==> config.mk <==
export PLATFORM = sky130hd
export DESIGN_NAME = spi_responder_flat
export DESIGN_NICKNAME = d
export VERILOG_FILES = /design/src/rtl/spi_responder_if.sv /design/src/rtl/spi_responder.sv /design/src/flat_wrapper.sv
export SDC_FILE = /design/constraint.sdc
export NUM_CORES = 1
export LEC_CHECK = 0
export BUFFER_PORTS_ARGS = -buffer_cell sky130_fd_sc_hd__buf_4
export CAP_MARGIN = 15
export CORE_ASPECT_RATIO = 1.5
export CORE_MARGIN = 2
export CORE_UTILIZATION = 35
export CTS_CLUSTER_DIAMETER = 50
export DETAILED_ROUTE_END_ITERATION = 10
export HOLD_SLACK_MARGIN = 0.05
export SLEW_MARGIN = 30
export SYNTH_ARGS = -nofsm -noshare
export SYNTH_HDL_FRONTEND = slang
export SYNTH_SLANG_ARGS = --single-unit
==> constraint.sdc <==
create_clock -name clk -period 2.8 [get_ports clk]
set_input_delay 0.56 -clock clk [delete_from_list [all_inputs] [get_ports clk]]
set_output_delay 0.56 -clock clk [all_outputs]
set_load 0.005 [all_outputs]
==> src/rtl/spi_responder_if.sv <==
// rtl/spi_responder_if.sv - SPI pins plus local TX/RX byte and CRC handshake bundle for spi_responder
interface spi_responder_if;
   logic        _cs;
   logic        sclk;
   logic        mosi;
   logic        miso;
   logic        miso_oe;
   logic        selected;
   logic [7:0]  tx_data;
   logic        tx_load;
   logic        tx_empty;
   logic [7:0]  rx_data;
   logic        rx_valid;
   logic        rx_ack;
   logic        rx_overrun;
   logic        crc_clear;
   logic        crc_source;
   logic [15:0] crc_out;

   modport slave (
      input  _cs, sclk, mosi, tx_data, tx_load, rx_ack, crc_clear, crc_source,
      output miso, miso_oe, selected, tx_empty, rx_data, rx_valid, rx_overrun, crc_out
   );

   modport master (
      output _cs, sclk, mosi, tx_data, tx_load, rx_ack, crc_clear, crc_source,
      input  miso, miso_oe, selected, tx_empty, rx_data, rx_valid, rx_overrun, crc_out
   );
endinterface

==> src/rtl/spi_responder.sv <==
// rtl/spi_responder.sv - oversampled SPI mode-0 target with single-entry TX/RX byte buffers
// Optional SD data CRC16 accumulator enabled by defining SPI_RESPONDER_CRC_EN.
module spi_responder #(
   parameter logic [7:0] IDLE_FILL = 8'hFF
) (
   input logic            clk,
   input logic            rst,
   spi_responder_if.slave s
);

   typedef enum logic {IDLE, ACTIVE} state_t;

   state_t      state;
   state_t      state_nxt;

   logic        cs_s1, cs_s2, cs_s3;
   logic        sclk_s1, sclk_s2, sclk_s3;
   logic        mosi_s1, mosi_s2;
   logic        cs_fall, sclk_rise, sclk_fall;

   logic [7:0]  tx_sr;
   logic [7:0]  tx_buf;
   logic        tx_full;
   logic [7:0]  rx_sr;
   logic [7:0]  rx_nxt;
   logic [2:0]  bit_cnt;
   logic [7:0]  rx_data;
   logic        rx_valid;
   logic        rx_overrun;

   logic        load_evt;
   logic        shift_evt;
   logic        rx_evt;
   logic        byte_done;

   // mosi shares the sclk stage so the sampled bit lines up with the detected edge
   always_ff @(posedge clk or posedge rst) begin
      if (rst) begin
         cs_s1   <= 1'b1;
         cs_s2   <= 1'b1;
         cs_s3   <= 1'b1;
         sclk_s1 <= 1'b0;
         sclk_s2 <= 1'b0;
         sclk_s3 <= 1'b0;
         mosi_s1 <= 1'b0;
         mosi_s2 <= 1'b0;
      end else begin
         cs_s1   <= s._cs;
         cs_s2   <= cs_s1;
         cs_s3   <= cs_s2;
         sclk_s1 <= s.sclk;
         sclk_s2 <= sclk_s1;
         sclk_s3 <= sclk_s2;
         mosi_s1 <= s.mosi;
         mosi_s2 <= mosi_s1;
      end
   end

   assign cs_fall   = cs_s3 & ~cs_s2;
   assign sclk_rise = ~sclk_s3 & sclk_s2;
   assign sclk_fall = sclk_s3 & ~sclk_s2;
   assign rx_nxt    = {rx_sr[6:0], mosi_s2};

   always_ff @(posedge clk or posedge rst) begin
      if (rst) state <= IDLE;
      else     state <= state_nxt;
   end

   always_comb begin
      state_nxt = state;
      load_evt  = 1'b0;
      shift_evt = 1'b0;
      rx_evt    = 1'b0;
      case (state)
         IDLE: begin
            if (cs_fall) begin
               state_nxt = ACTIVE;
               load_evt  = 1'b1;
            end
         end
         ACTIVE: begin
            if (cs_s2) begin
               state_nxt = IDLE;
            end else begin
               rx_evt = sclk_rise;
               if (sclk_fall) begin
                  if (bit_cnt == 3'd0) load_evt  = 1'b1;
                  else                 shift_evt = 1'b1;
               end
            end
         end
         default: state_nxt = IDLE;
      endcase
   end

   assign byte_done = rx_evt && (bit_cnt == 3'd7);

   always_ff @(posedge clk or posedge rst) begin
      if (rst) begin
         tx_sr      <= 8'h00;
         tx_buf     <= 8'h00;
         tx_full    <= 1'b0;
         rx_sr      <= 8'h00;
         bit_cnt    <= 3'd0;
         rx_data    <= 8'h00;
         rx_valid   <= 1'b0;
         rx_overrun <= 1'b0;
      end else begin
         if (load_evt)       tx_sr <= tx_full ? tx_buf : IDLE_FILL;
         else if (shift_evt) tx_sr <= {tx_sr[6:0], 1'b0};

         // a load racing an empty-buffer boundary lands in the buffer, the shifter gets fill
         if (s.tx_load && !tx_full) begin
            tx_buf  <= s.tx_data;
            tx_full <= 1'b1;
         end else if (load_evt) begin
            tx_full <= 1'b0;
         end

         if (state_nxt == IDLE) begin
            bit_cnt <= 3'd0;
            rx_sr   <= 8'h00;
         end else if (rx_evt) begin
            rx_sr   <= rx_nxt;
            bit_cnt <= bit_cnt + 3'd1;
         end

         if (byte_done) begin
            rx_data    <= rx_nxt;
            rx_valid   <= 1'b1;
            rx_overrun <= s.rx_ack ? 1'b0 : (rx_overrun | rx_valid);
         end else if (s.rx_ack) begin
            rx_valid   <= 1'b0;
            rx_overrun <= 1'b0;
         end
      end
   end

   assign s.miso       = (state == ACTIVE) ? tx_sr[7] : 1'b1;
   assign s.miso_oe    = (state == ACTIVE);
   assign s.selected   = (state == ACTIVE);
   assign s.tx_empty   = ~tx_full;
   assign s.rx_data    = rx_data;
   assign s.rx_valid   = rx_valid;
   assign s.rx_overrun = rx_overrun;

`ifdef SPI_RESPONDER_CRC_EN
   logic [15:0] crc;
   logic        crc_bit;
   logic        crc_fb;

   assign crc_bit = s.crc_source ? tx_sr[7] : mosi_s2;
   assign crc_fb  = crc[15] ^ crc_bit;

   // CRC16-CCITT, MSB first, zero init, one bit per sampled sclk rise
   always_ff @(posedge clk or posedge rst) begin
      if (rst)              crc <= 16'h0000;
      else if (s.crc_clear) crc <= 16'h0000;
      else if (rx_evt)      crc <= {crc[14:0], 1'b0} ^ (crc_fb ? 16'h1021 : 16'h0000);
   end

   assign s.crc_out = crc;
`else
   logic unused_crc;
   assign unused_crc = s.crc_clear ^ s.crc_source;
   assign s.crc_out  = 16'h0000;
`endif

endmodule

==> src/flat_wrapper.sv <==
// flat-port wrapper written by rule: the top's interface ports become plain ports
module spi_responder_flat 
#(
   parameter logic [7:0] IDLE_FILL = 8'hFF
)
  (clk, rst, s__cs, s_sclk, s_mosi, s_tx_data, s_tx_load, s_rx_ack, s_crc_clear, s_crc_source, s_miso, s_miso_oe, s_selected, s_tx_empty, s_rx_data, s_rx_valid, s_rx_overrun, s_crc_out);
  spi_responder_if s_i ();
  input logic clk;
  input logic rst;
  input wire logic [$bits(s_i._cs)-1:0] s__cs;
  input wire logic [$bits(s_i.sclk)-1:0] s_sclk;
  input wire logic [$bits(s_i.mosi)-1:0] s_mosi;
  input wire logic [$bits(s_i.tx_data)-1:0] s_tx_data;
  input wire logic [$bits(s_i.tx_load)-1:0] s_tx_load;
  input wire logic [$bits(s_i.rx_ack)-1:0] s_rx_ack;
  input wire logic [$bits(s_i.crc_clear)-1:0] s_crc_clear;
  input wire logic [$bits(s_i.crc_source)-1:0] s_crc_source;
  output wire logic [$bits(s_i.miso)-1:0] s_miso;
  output wire logic [$bits(s_i.miso_oe)-1:0] s_miso_oe;
  output wire logic [$bits(s_i.selected)-1:0] s_selected;
  output wire logic [$bits(s_i.tx_empty)-1:0] s_tx_empty;
  output wire logic [$bits(s_i.rx_data)-1:0] s_rx_data;
  output wire logic [$bits(s_i.rx_valid)-1:0] s_rx_valid;
  output wire logic [$bits(s_i.rx_overrun)-1:0] s_rx_overrun;
  output wire logic [$bits(s_i.crc_out)-1:0] s_crc_out;
  assign s_i._cs = s__cs;
  assign s_i.sclk = s_sclk;
  assign s_i.mosi = s_mosi;
  assign s_i.tx_data = s_tx_data;
  assign s_i.tx_load = s_tx_load;
  assign s_i.rx_ack = s_rx_ack;
  assign s_i.crc_clear = s_crc_clear;
  assign s_i.crc_source = s_crc_source;
  assign s_miso = s_i.miso;
  assign s_miso_oe = s_i.miso_oe;
  assign s_selected = s_i.selected;
  assign s_tx_empty = s_i.tx_empty;
  assign s_rx_data = s_i.rx_data;
  assign s_rx_valid = s_i.rx_valid;
  assign s_rx_overrun = s_i.rx_overrun;
  assign s_crc_out = s_i.crc_out;
  spi_responder #(.IDLE_FILL(IDLE_FILL)) u_core (.clk(clk), .rst(rst), .s(s_i));
endmodule
==> flow_summary.yaml, run 1 <==
run_status:
  status: "complete, no violations"
cts:
  root_buffer: "clkbuf_8"
  clockBufferDepth: 2
  htree_levels: 2
  clk_latency_ps: 300
  numCtsBuffers: 5
  path_clk_slew_ps: 80
  post_cts_buffers: 0
  cts_tree: "done"
  post_cts_resized: 0
  holdBufCountCts: 0
  cts.sinks: 46
logic_synthesis:
  synth_commonest_cells: "dfrtp_1, buf_4, mux2_2, a22o_1, nand2_1"
  syn_area_um2: 1890
  synthArstFlopShare_pct: 100
  synth.most_common_cell: "dfrtp_1"
  synth_ff_type: "dfrtp_1"
  synth-edff-count: 0
  syn-instance-count: 144
  synth.distinct_cells: 26
  yosys.area.top_type_share_pct: 56.9
  synth_seq_area_share_pct: 61.1
  synth.avg_cell_area_um2: 13.1
  synth_area_leaders: "dfrtp_1, mux2_2, buf_4"
  ys_ff_latch: 46
  post-synth-top-area-cell: "dfrtp_1"
  yosysWarnings: 0
critical_path:
  crit_path_end_kind: "flip-flop"
  reg2reg_depth: 2
  path_buf_inv: 0
  cp_cell_sequence: "nor2b_1 > mux2_2"
  max_stage_delay_ps: 630
  worst-path-max-fanout: 9
  start_kind: "flip-flop"
  path_class: "flip-flop to flip-flop"
  slowest_stage: "nor2b_1"
  cp_data_arrival_time_ps: 1780
  cp_data_required_time_ps: 2980
  cp_top_family: "simple AND/OR/NAND/NOR gates"
  ff2ff_setup_slack_ps: 1210
  r2r-end: "u_core.tx_buf[6]"
  r2r_start: "u_core.tx_full"
power_and_ir_drop:
  powerDensity_nw_per_um2: 671
  power.total_mw: 1.47
  p_leak_nw: 1.08
  vdd.ir_drop.worst_mv: 0.371
layout:
  syn_to_final_growth_pct: 16.3
  ff_latch_area_um2: 1150
  fin_nets: 195
  diodes: 0
  multi_input_area_um2: 631
  n_fill_cell: 494
  drive_gt1_share_pct: 33.5
placement:
  port_buffers: 28
  dpl.hpwl_um: 2250
  gp_congestion: 0.731
global_route:
  grt_pass1_vias: 1154
  antenna_found_initial: 0
  grt_pass1_wl_um: 5450
  grt.overflow.total: 0
  grt_start_max_net_pins: 47
  grtUsageTotal_pct: 11.8
flow_run:
  maxCapViolCount: 0
timing:
  hold_viol_final: 0
  clock.fmax_mhz: 627
  worst_pin_slew_ps: 780
  setup_tns_ps: 0
  finalCriticalPeriod_ps: 1590
  fin_hold_ws_ps: 354
  setup_viol: 0
  period_share_pct: 57.0
  relSlewSlack_pct: 47.9
  fin_skew_ps: 4.76
  rsz0062_at_grt: "no"
  slew_viol_final: 0
routing:
  drtPass1Iterations: 4
  ant_nets: 0
  via_count: 1117
  drc: 0
  via_per_inst: 4.58
  initialDrtViolationCount: 43
  wire_per_inst_um: 12.9
  wirelength_um: 3150
floorplan:
  dieArea_um2: 6020
  core-area_um2: 5160
  start_util_pct: 36.6
  die_h_um: 94.0
  std_cell_rows: 32
  io_pins: 47
  die_width_um: 64.0
min_path:
  whs_path_depth: 0
  whs_endpoint: "u_core.mosi_s2"
  worstHoldStart: "u_core.mosi_s1"
  hold_class: "flip-flop to flip-flop"
cell families after synthesis:
| group | Yosys count | share of synthesized area, % |
|---|---|---|
| other | 1 | 0.198 |
| AO/OA/AOI/OAI | 30 | 11.2 |
| AND/OR/NAND/NOR | 22 | 6.88 |
| buffers and inverters | 25 | 8.54 |
| multiplexers | 17 | 10.1 |
| flip-flops | 46 | 61.1 |
| adder cells (fa/ha/maj) | 3 | 1.99 |
layout make-up:
class,count,area share [%]
repair buffers,29,9.90
clock buffers,7,3.93
clock inverters,1,0.228
flip-flops and latches,46,52.5
multi-input cells,88,28.7
inverters,5,0.854
well taps,68,3.87
worst max path at each step:
stage	from	end	slack, ps	cells after the start
final	u_core.tx_full	u_core.tx_buf[6]	1210	2
after global routing	u_core.tx_full	u_core.tx_buf[2]	1080	2
after CTS	u_core.tx_full	u_core.tx_buf[6]	1160	2
after detailed placement	s_tx_load	u_core.tx_buf[6]	970	3
after global placement	s_tx_load	u_core.tx_buf[2]	1020	3
after floorplan	rst	u_core.bit_cnt[0]	1160	1
state kept, by name, indices dropped and copies added (netlist names), 3 cells and up:
| register | flops |
|---|---|
| u_core.bit_cnt | 3 |
| u_core.rx_sr | 7 |
| u_core.s.rx_data | 8 |
| u_core.tx_buf | 8 |
| u_core.tx_sr | 8 |
per-stage QoR:
stage	util [%]	std cells	instance area (µm²)	worst slack, ps
after global placement	40.8	236	2110	1020
after floorplan	-	159	1950	1160
after detailed placement	40.8	236	2110	965
after global routing	42.6	244	2200	1080
final	42.6	244	2200	1210
after CTS	42.6	244	2200	1160
where the power goes:
part | switching (mW) | leakage, nW | internal, mW
Sequential | 0.0646 | 0.584 | 0.776
Combinational | 0.102 | 0.447 | 0.128
Clock | 0.205 | 0.0482 | 0.199
per-layer routing:
metal	GRT usage, %	share of wire (%)	up-vias
met5	0	0	-
met4	6.52	1.9	0
met3	2.52	4.6	7
met2	19.8	52	30
met1	14.0	42	547
li1	-	-	533
cell usage in the layout (no fill, tap or decap), types with 3 or more instances in the layout:
master     n
a22o_1    10
buf_4     29
clkbuf_8   6
conb_1    16
dfrtp_1   43
dfstp_2    3
ha_1       3
inv_1      5
mux2_2    16
nand2_1    9
nand2b_1   4
nor2_1     3
o21ai_0    8
o22ai_1    7
worst reg2reg max path, stage by stage (launching register included):
cell	delay [ps]
dfrtp_1	430
nor2b_1	630
mux2_2	420
(Power assumes the default switching activity.)
==> run 2, diff against run 1 <==
==> constraint.sdc (replaced) <==
create_clock -name clk -period 1.4 [get_ports clk]
set_input_delay 0.28 -clock clk [delete_from_list [all_inputs] [get_ports clk]]
set_output_delay 0.28 -clock clk [all_outputs]
set_load 0.005 [all_outputs]
==> flow_summary.yaml, run 2 (synthesis results as in run 1) <==
floorplan:
  dieArea_um2: 6020
  die_width_um: 64.0
  core-area_um2: 5160
  std_cell_rows: 32
  io_pins: 47
  die_h_um: 94.0
  start_util_pct: 36.6
routing:
  drc: 0
  drtPass1Iterations: 4
  via_count: 1213
  wirelength_um: 3620
  ant_nets: 0
  initialDrtViolationCount: 43
  via_per_inst: 4.65
  wire_per_inst_um: 13.9
timing:
  slew_viol_final: 0
  fin_skew_ps: 8.26
  setup_viol: 0
  setup_tns_ps: 0
  rsz0062_at_grt: "yes"
  hold_viol_final: 0
  period_share_pct: 98.5
  finalWorstSetupSlack_ps: 21.3
  clock.fmax_mhz: 725
  fin_hold_ws_ps: 54.3
  finalCriticalPeriod_ps: 1380
critical_path:
  crit_path_end_kind: "flip-flop"
  cp_top_family: "simple AND/OR/NAND/NOR gates"
  worst-path-max-fanout: 8
  max_stage_delay_ps: 430
  cp_cell_sequence: "and4bb_4 > nor3_4 > buf_6 > mux2_4"
  r2r_start: "u_core.sclk_s3"
  ff2ff_setup_slack_ps: 20
  r2r-end: "u_core.bit_cnt[0]"
  start_kind: "flip-flop"
  reg2reg_depth: 4
  slowest_stage: "and4bb_4"
  path_class: "flip-flop to flip-flop"
  cp_data_required_time_ps: 1580
  path_buf_inv: 1
  cp_data_arrival_time_ps: 1560
layout:
  n_fill_cell: 475
  final_cell_area_um2: 2460
  mostFrequentLayoutCells: "buf_4, dfrtp_1, conb_1, mux2_2, a22o_1"
  syn_to_final_growth_pct: 30.1
  drive_gt1_share_pct: 45.6
  reg_top3: "u_core.s.rx_data x8, u_core.tx_buf x8, u_core.tx_sr x8"
  fin_nets: 212
  stdcell_count: 261
  multi_input_area_um2: 736
  diodes: 0
  ff_latch_area_um2: 1160
placement:
  dp.cells: 243
  dpl_cell_area_um2: 2160
  dp_slack_ps: -44.2
  gp_congestion: 0.718
  port_buffers: 28
  dpl.hpwl_um: 2360
global_route:
  grt.overflow.total: 0
  grtUsageTotal_pct: 12.6
  antenna_found_initial: 0
  grt_pass1_wl_um: 5790
  grt_pass1_vias: 1246
  grt_start_max_net_pins: 25
cts:
  root_buffer: "clkbuf_8"
  cts.sinks: 46
  numCtsBuffers: 5
  cts_tree: "done"
  htree_levels: 2
  clockBufferDepth: 2
  path_clk_slew_ps: 80
  clk_latency_ps: 300
power_and_ir_drop:
  p_leak_nw: 1.21
  vdd.ir_drop.worst_mv: 0.711
  powerDensity_nw_per_um2: 1290
min_path:
  hold_class: "input pin to async pin"
flow_run:
  maxCapViolCount: 0
run_status:
  status: "complete, no violations"
==> run 2: changes by cell type in the layout (fill, tap and decap cells not counted), sizes merged <==
| cell | change |
|---|---|
| buf | +16 |
| bufinv | +1 |
| clkinv | -1 |
| nand2 | +1 |
==> run 2: layer usage <==
metal	global-route usage [%]	up-vias	share of wire [%]
met4	4.35	0	1.2
met3	3.60	3	4.7
met5	0	-	0
li1	-	565	-
met1	14.3	611	40
met2	22.5	34	54
==> run 2: stage by stage <==
step                      total power [mW]  utilization [%]
after global placement                2.16             41.9
final                                 3.18             47.6
after CTS                             3.16             45.4
after detailed placement              2.19             41.9
after floorplan                       2.05                -
after global routing                  3.37             47.6
==> run 2: worst max path at each step <==
stage                       from             endpoint  slack, ps  cells past startpoint
2_1_floorplan                rst    u_core.bit_cnt[0]         40                      1
3_3_place_gp   u_core.bit_cnt[0]      u_core.tx_sr[1]        -20                      6
3_5_place_dp   u_core.bit_cnt[0]  u_core.s.rx_data[0]        -40                      4
4_1_cts             u_core.cs_s3      u_core.tx_sr[0]         10                      3
5_1_grt             u_core.cs_s3      u_core.tx_sr[2]        -20                      4
6_report          u_core.sclk_s3    u_core.bit_cnt[0]         20                      4
==> run 2: repair_timing <==
| item | CTS | global route |
|---|---|---|
| setup endpoints to repair | 27 | 18 |
| gates resized for setup | 7 | 17 |
| cloned | 1 | 0 |
| hold buffers | 0 | 0 |
| buffers inserted | 5 | 4 |
| pin swaps | 4 | 5 |
==> run 2: cell type report <==
type | instances | share of cell area, %
clock inverters | 1 | 1.22
multi-input cells | 89 | 29.9
repair buffers | 45 | 14.5
well taps | 68 | 3.46
clock buffers | 7 | 3.10
flip-flops and latches | 46 | 47.0
inverters | 5 | 0.763
==> run 2: worst register-to-register path, delay by kind of cell (launching register included) <==
| kind | cells | cell delay, ps |
|---|---|---|
| simple gates | 2 | 500 |
| flops | 1 | 380 |
| mux | 1 | 250 |
| buf+inv | 1 | 140 |
==> run 2: report_power, final <==
| group | total (mW) | internal (mW) | switching, mW |
|---|---|---|---|
| Sequential | 1.69 | 1.55 | 0.133 |
| Combinational | 0.545 | 0.315 | 0.230 |
| Clock | 0.952 | 0.534 | 0.418 |
| Total | 3.18 | 2.40 | 0.781 |
==> run 3, diff against run 2 <==
--- a/config.mk
+++ b/config.mk
@@ -7,12 +7,15 @@
 export LEC_CHECK = 0
 export BUFFER_PORTS_ARGS = -buffer_cell sky130_fd_sc_hd__buf_4
 export CAP_MARGIN = 15
+export CELL_PAD_IN_SITES_DETAIL_PLACEMENT = 1
+export CELL_PAD_IN_SITES_GLOBAL_PLACEMENT = 2
 export CORE_ASPECT_RATIO = 1.5
 export CORE_MARGIN = 2
-export CORE_UTILIZATION = 35
+export CORE_UTILIZATION = 31
 export CTS_CLUSTER_DIAMETER = 50
 export DETAILED_ROUTE_END_ITERATION = 10
 export HOLD_SLACK_MARGIN = 0.05
+export PLACE_DENSITY_LB_ADDON = 0.1
 export SLEW_MARGIN = 30
 export SYNTH_ARGS = -nofsm -noshare
 export SYNTH_HDL_FRONTEND = slang
==> flow_summary.yaml, run 3 (synthesis results as in run 1) <==
routing:
  ant_nets: 0
  via_count: 1202
  wirelength_um: 4100
  wire_per_inst_um: 15.7
  via_per_inst: 4.59
  drc: 0
  initialDrtViolationCount: 15
  drtPass1Iterations: 3
critical_path:
  path_class: "flip-flop to flip-flop"
  worst-path-max-fanout: 10
  crit_path_end_kind: "flip-flop"
  cp_data_required_time_ps: 1590
  cp_data_arrival_time_ps: 1590
  start_kind: "flip-flop"
layout:
  n_fill_cell: 609
  drive_gt1_share_pct: 46.8
  syn_to_final_growth_pct: 31.4
  layout_commonest_cell: "dfrtp_1"
  stdcell_count: 262
  fin_nets: 209
  reg_top3: "u_core.s.rx_data x8, u_core.tx_buf x8, u_core.tx_sr x8"
  final_cell_area_um2: 2480
  mostFrequentLayoutCells: "dfrtp_1, buf_4, mux2_2, conb_1, a22o_1"
  diodes: 0
placement:
  gp_congestion: 0.707
  dpl_cell_area_um2: 2200
  dp.cells: 249
  dpl.hpwl_um: 2760
  port_buffers: 28
global_route:
  antenna_found_initial: 0
  grt.overflow.total: 0
  grt_pass1_wl_um: 6780
  grtUsageTotal_pct: 13.7
  grt_start_max_net_pins: 33
  grt_pass1_vias: 1314
timing:
  finalWorstSetupSlack_ps: -0.0752
  rsz0062_at_grt: "yes"
  worst_pin_slew_ps: 586
  hold_viol_final: 0
  clock.fmax_mhz: 714
  period_share_pct: 100
  relSlewSlack_pct: 60.7
  fin_skew_ps: 4.99
  slew_viol_final: 0
  setup_tns_ps: -0.0752
  finalCriticalPeriod_ps: 1400
  setup_viol: 1
cts:
  numCtsBuffers: 5
  clk_latency_ps: 290
  clockBufferDepth: 2
  cts.sinks: 46
  path_clk_slew_ps: 90
  htree_levels: 2
  cts_tree: "done"
  root_buffer: "clkbuf_8"
power_and_ir_drop:
  p_leak_nw: 1.19
  vdd.ir_drop.worst_mv: 0.681
  powerDensity_nw_per_um2: 1370
flow_run:
  maxCapViolCount: 0
floorplan:
  io_pins: 47
  dieArea_um2: 6750
  die_h_um: 99.6
  start_util_pct: 32.4
  std_cell_rows: 34
  die_width_um: 67.8
  core-area_um2: 5830
run_status:
  status: "complete, but fails checks"
  violations: "negative setup slack"
min_path:
  hold_class: "input pin to flip-flop"
==> run 3: layer usage <==
layer	vias up	part of all wire, %	wire length [µm]	global-route usage [%]
li1	558	-	-	-
met1	609	38	1570	15.9
met2	29	56	2280	23.1
met3	6	4.3	177	3.73
met4	0	2.0	80	5.65
met5	-	0	0	0
==> run 3: power by group <==
group | switching, mW | leakage, nW | internal (mW) | total, mW
combinational | 0.259 | 0.554 | 0.378 | 0.636
sequential | 0.175 | 0.583 | 1.55 | 1.73
clock | 0.446 | 0.0585 | 0.583 | 1.03
total | 0.880 | 1.19 | 2.51 | 3.39
==> run 3: metrics by stage <==
stage	total power [mW]	hold slack (ps)	utilization, %	worst slack, ps
after floorplan	2.05	284	-	35.3
after global placement	2.19	296	37.7	-25.3
after detailed placement	2.23	308	37.7	-73.6
after CTS	3.30	75.8	41.1	-10.8
after global routing	3.58	69.3	42.6	-47.9
final	3.39	85.6	42.6	-0.0752
==> run 3: final cells by class <==
cell class | instances | area, µm² | area share (%)
sequential | 46 | 1160 | 46.5
multi-input combinational | 89 | 744 | 30.0
timing repair buffer | 42 | 358 | 14.4
tap | 72 | 90.1 | 3.63
clock buffer | 7 | 86.3 | 3.48
clock inverter | 1 | 30.0 | 1.21
inverter | 5 | 18.8 | 0.756
==> run 3: path summary, 6_finish.rpt <==
check / start / endpoint / slack (ps) / depth (start not counted)
max: u_core.s.miso_oe / u_core.bit_cnt[0] / -0.08 / 5
min: s_sclk / u_core.sclk_s1 / 90 / 1
max reg2reg: u_core.s.miso_oe / u_core.bit_cnt[0] / -0.08 / 5
min reg2reg: u_core.mosi_s1 / u_core.mosi_s2 / 360 / 0
max in group asynchronous: rst / u_core.rx_sr[6] / 340 / 4
min in group asynchronous: rst / u_core.sclk_s2 / 540 / 3
==> run 3: critical path, cell delays in order (launching register included) <==
cell	delay (ps)
dfrtp_2	410
buf_6	110
and4bb_4	300
nor3_4	70
buf_12	140
mux2_4	250
==> run 3: repair_timing <==
| action | in CTS | in global routing |
|---|---|---|
| gates cloned | 1 | 0 |
| setup endpoints to repair | 27 | 27 |
| buffers inserted | 3 | 2 |
| pin swaps | 2 | 11 |
| resized for setup | 11 | 21 |
| hold buffers | 1 | 0 |
| hold endpoints to repair | 11 | 0 |
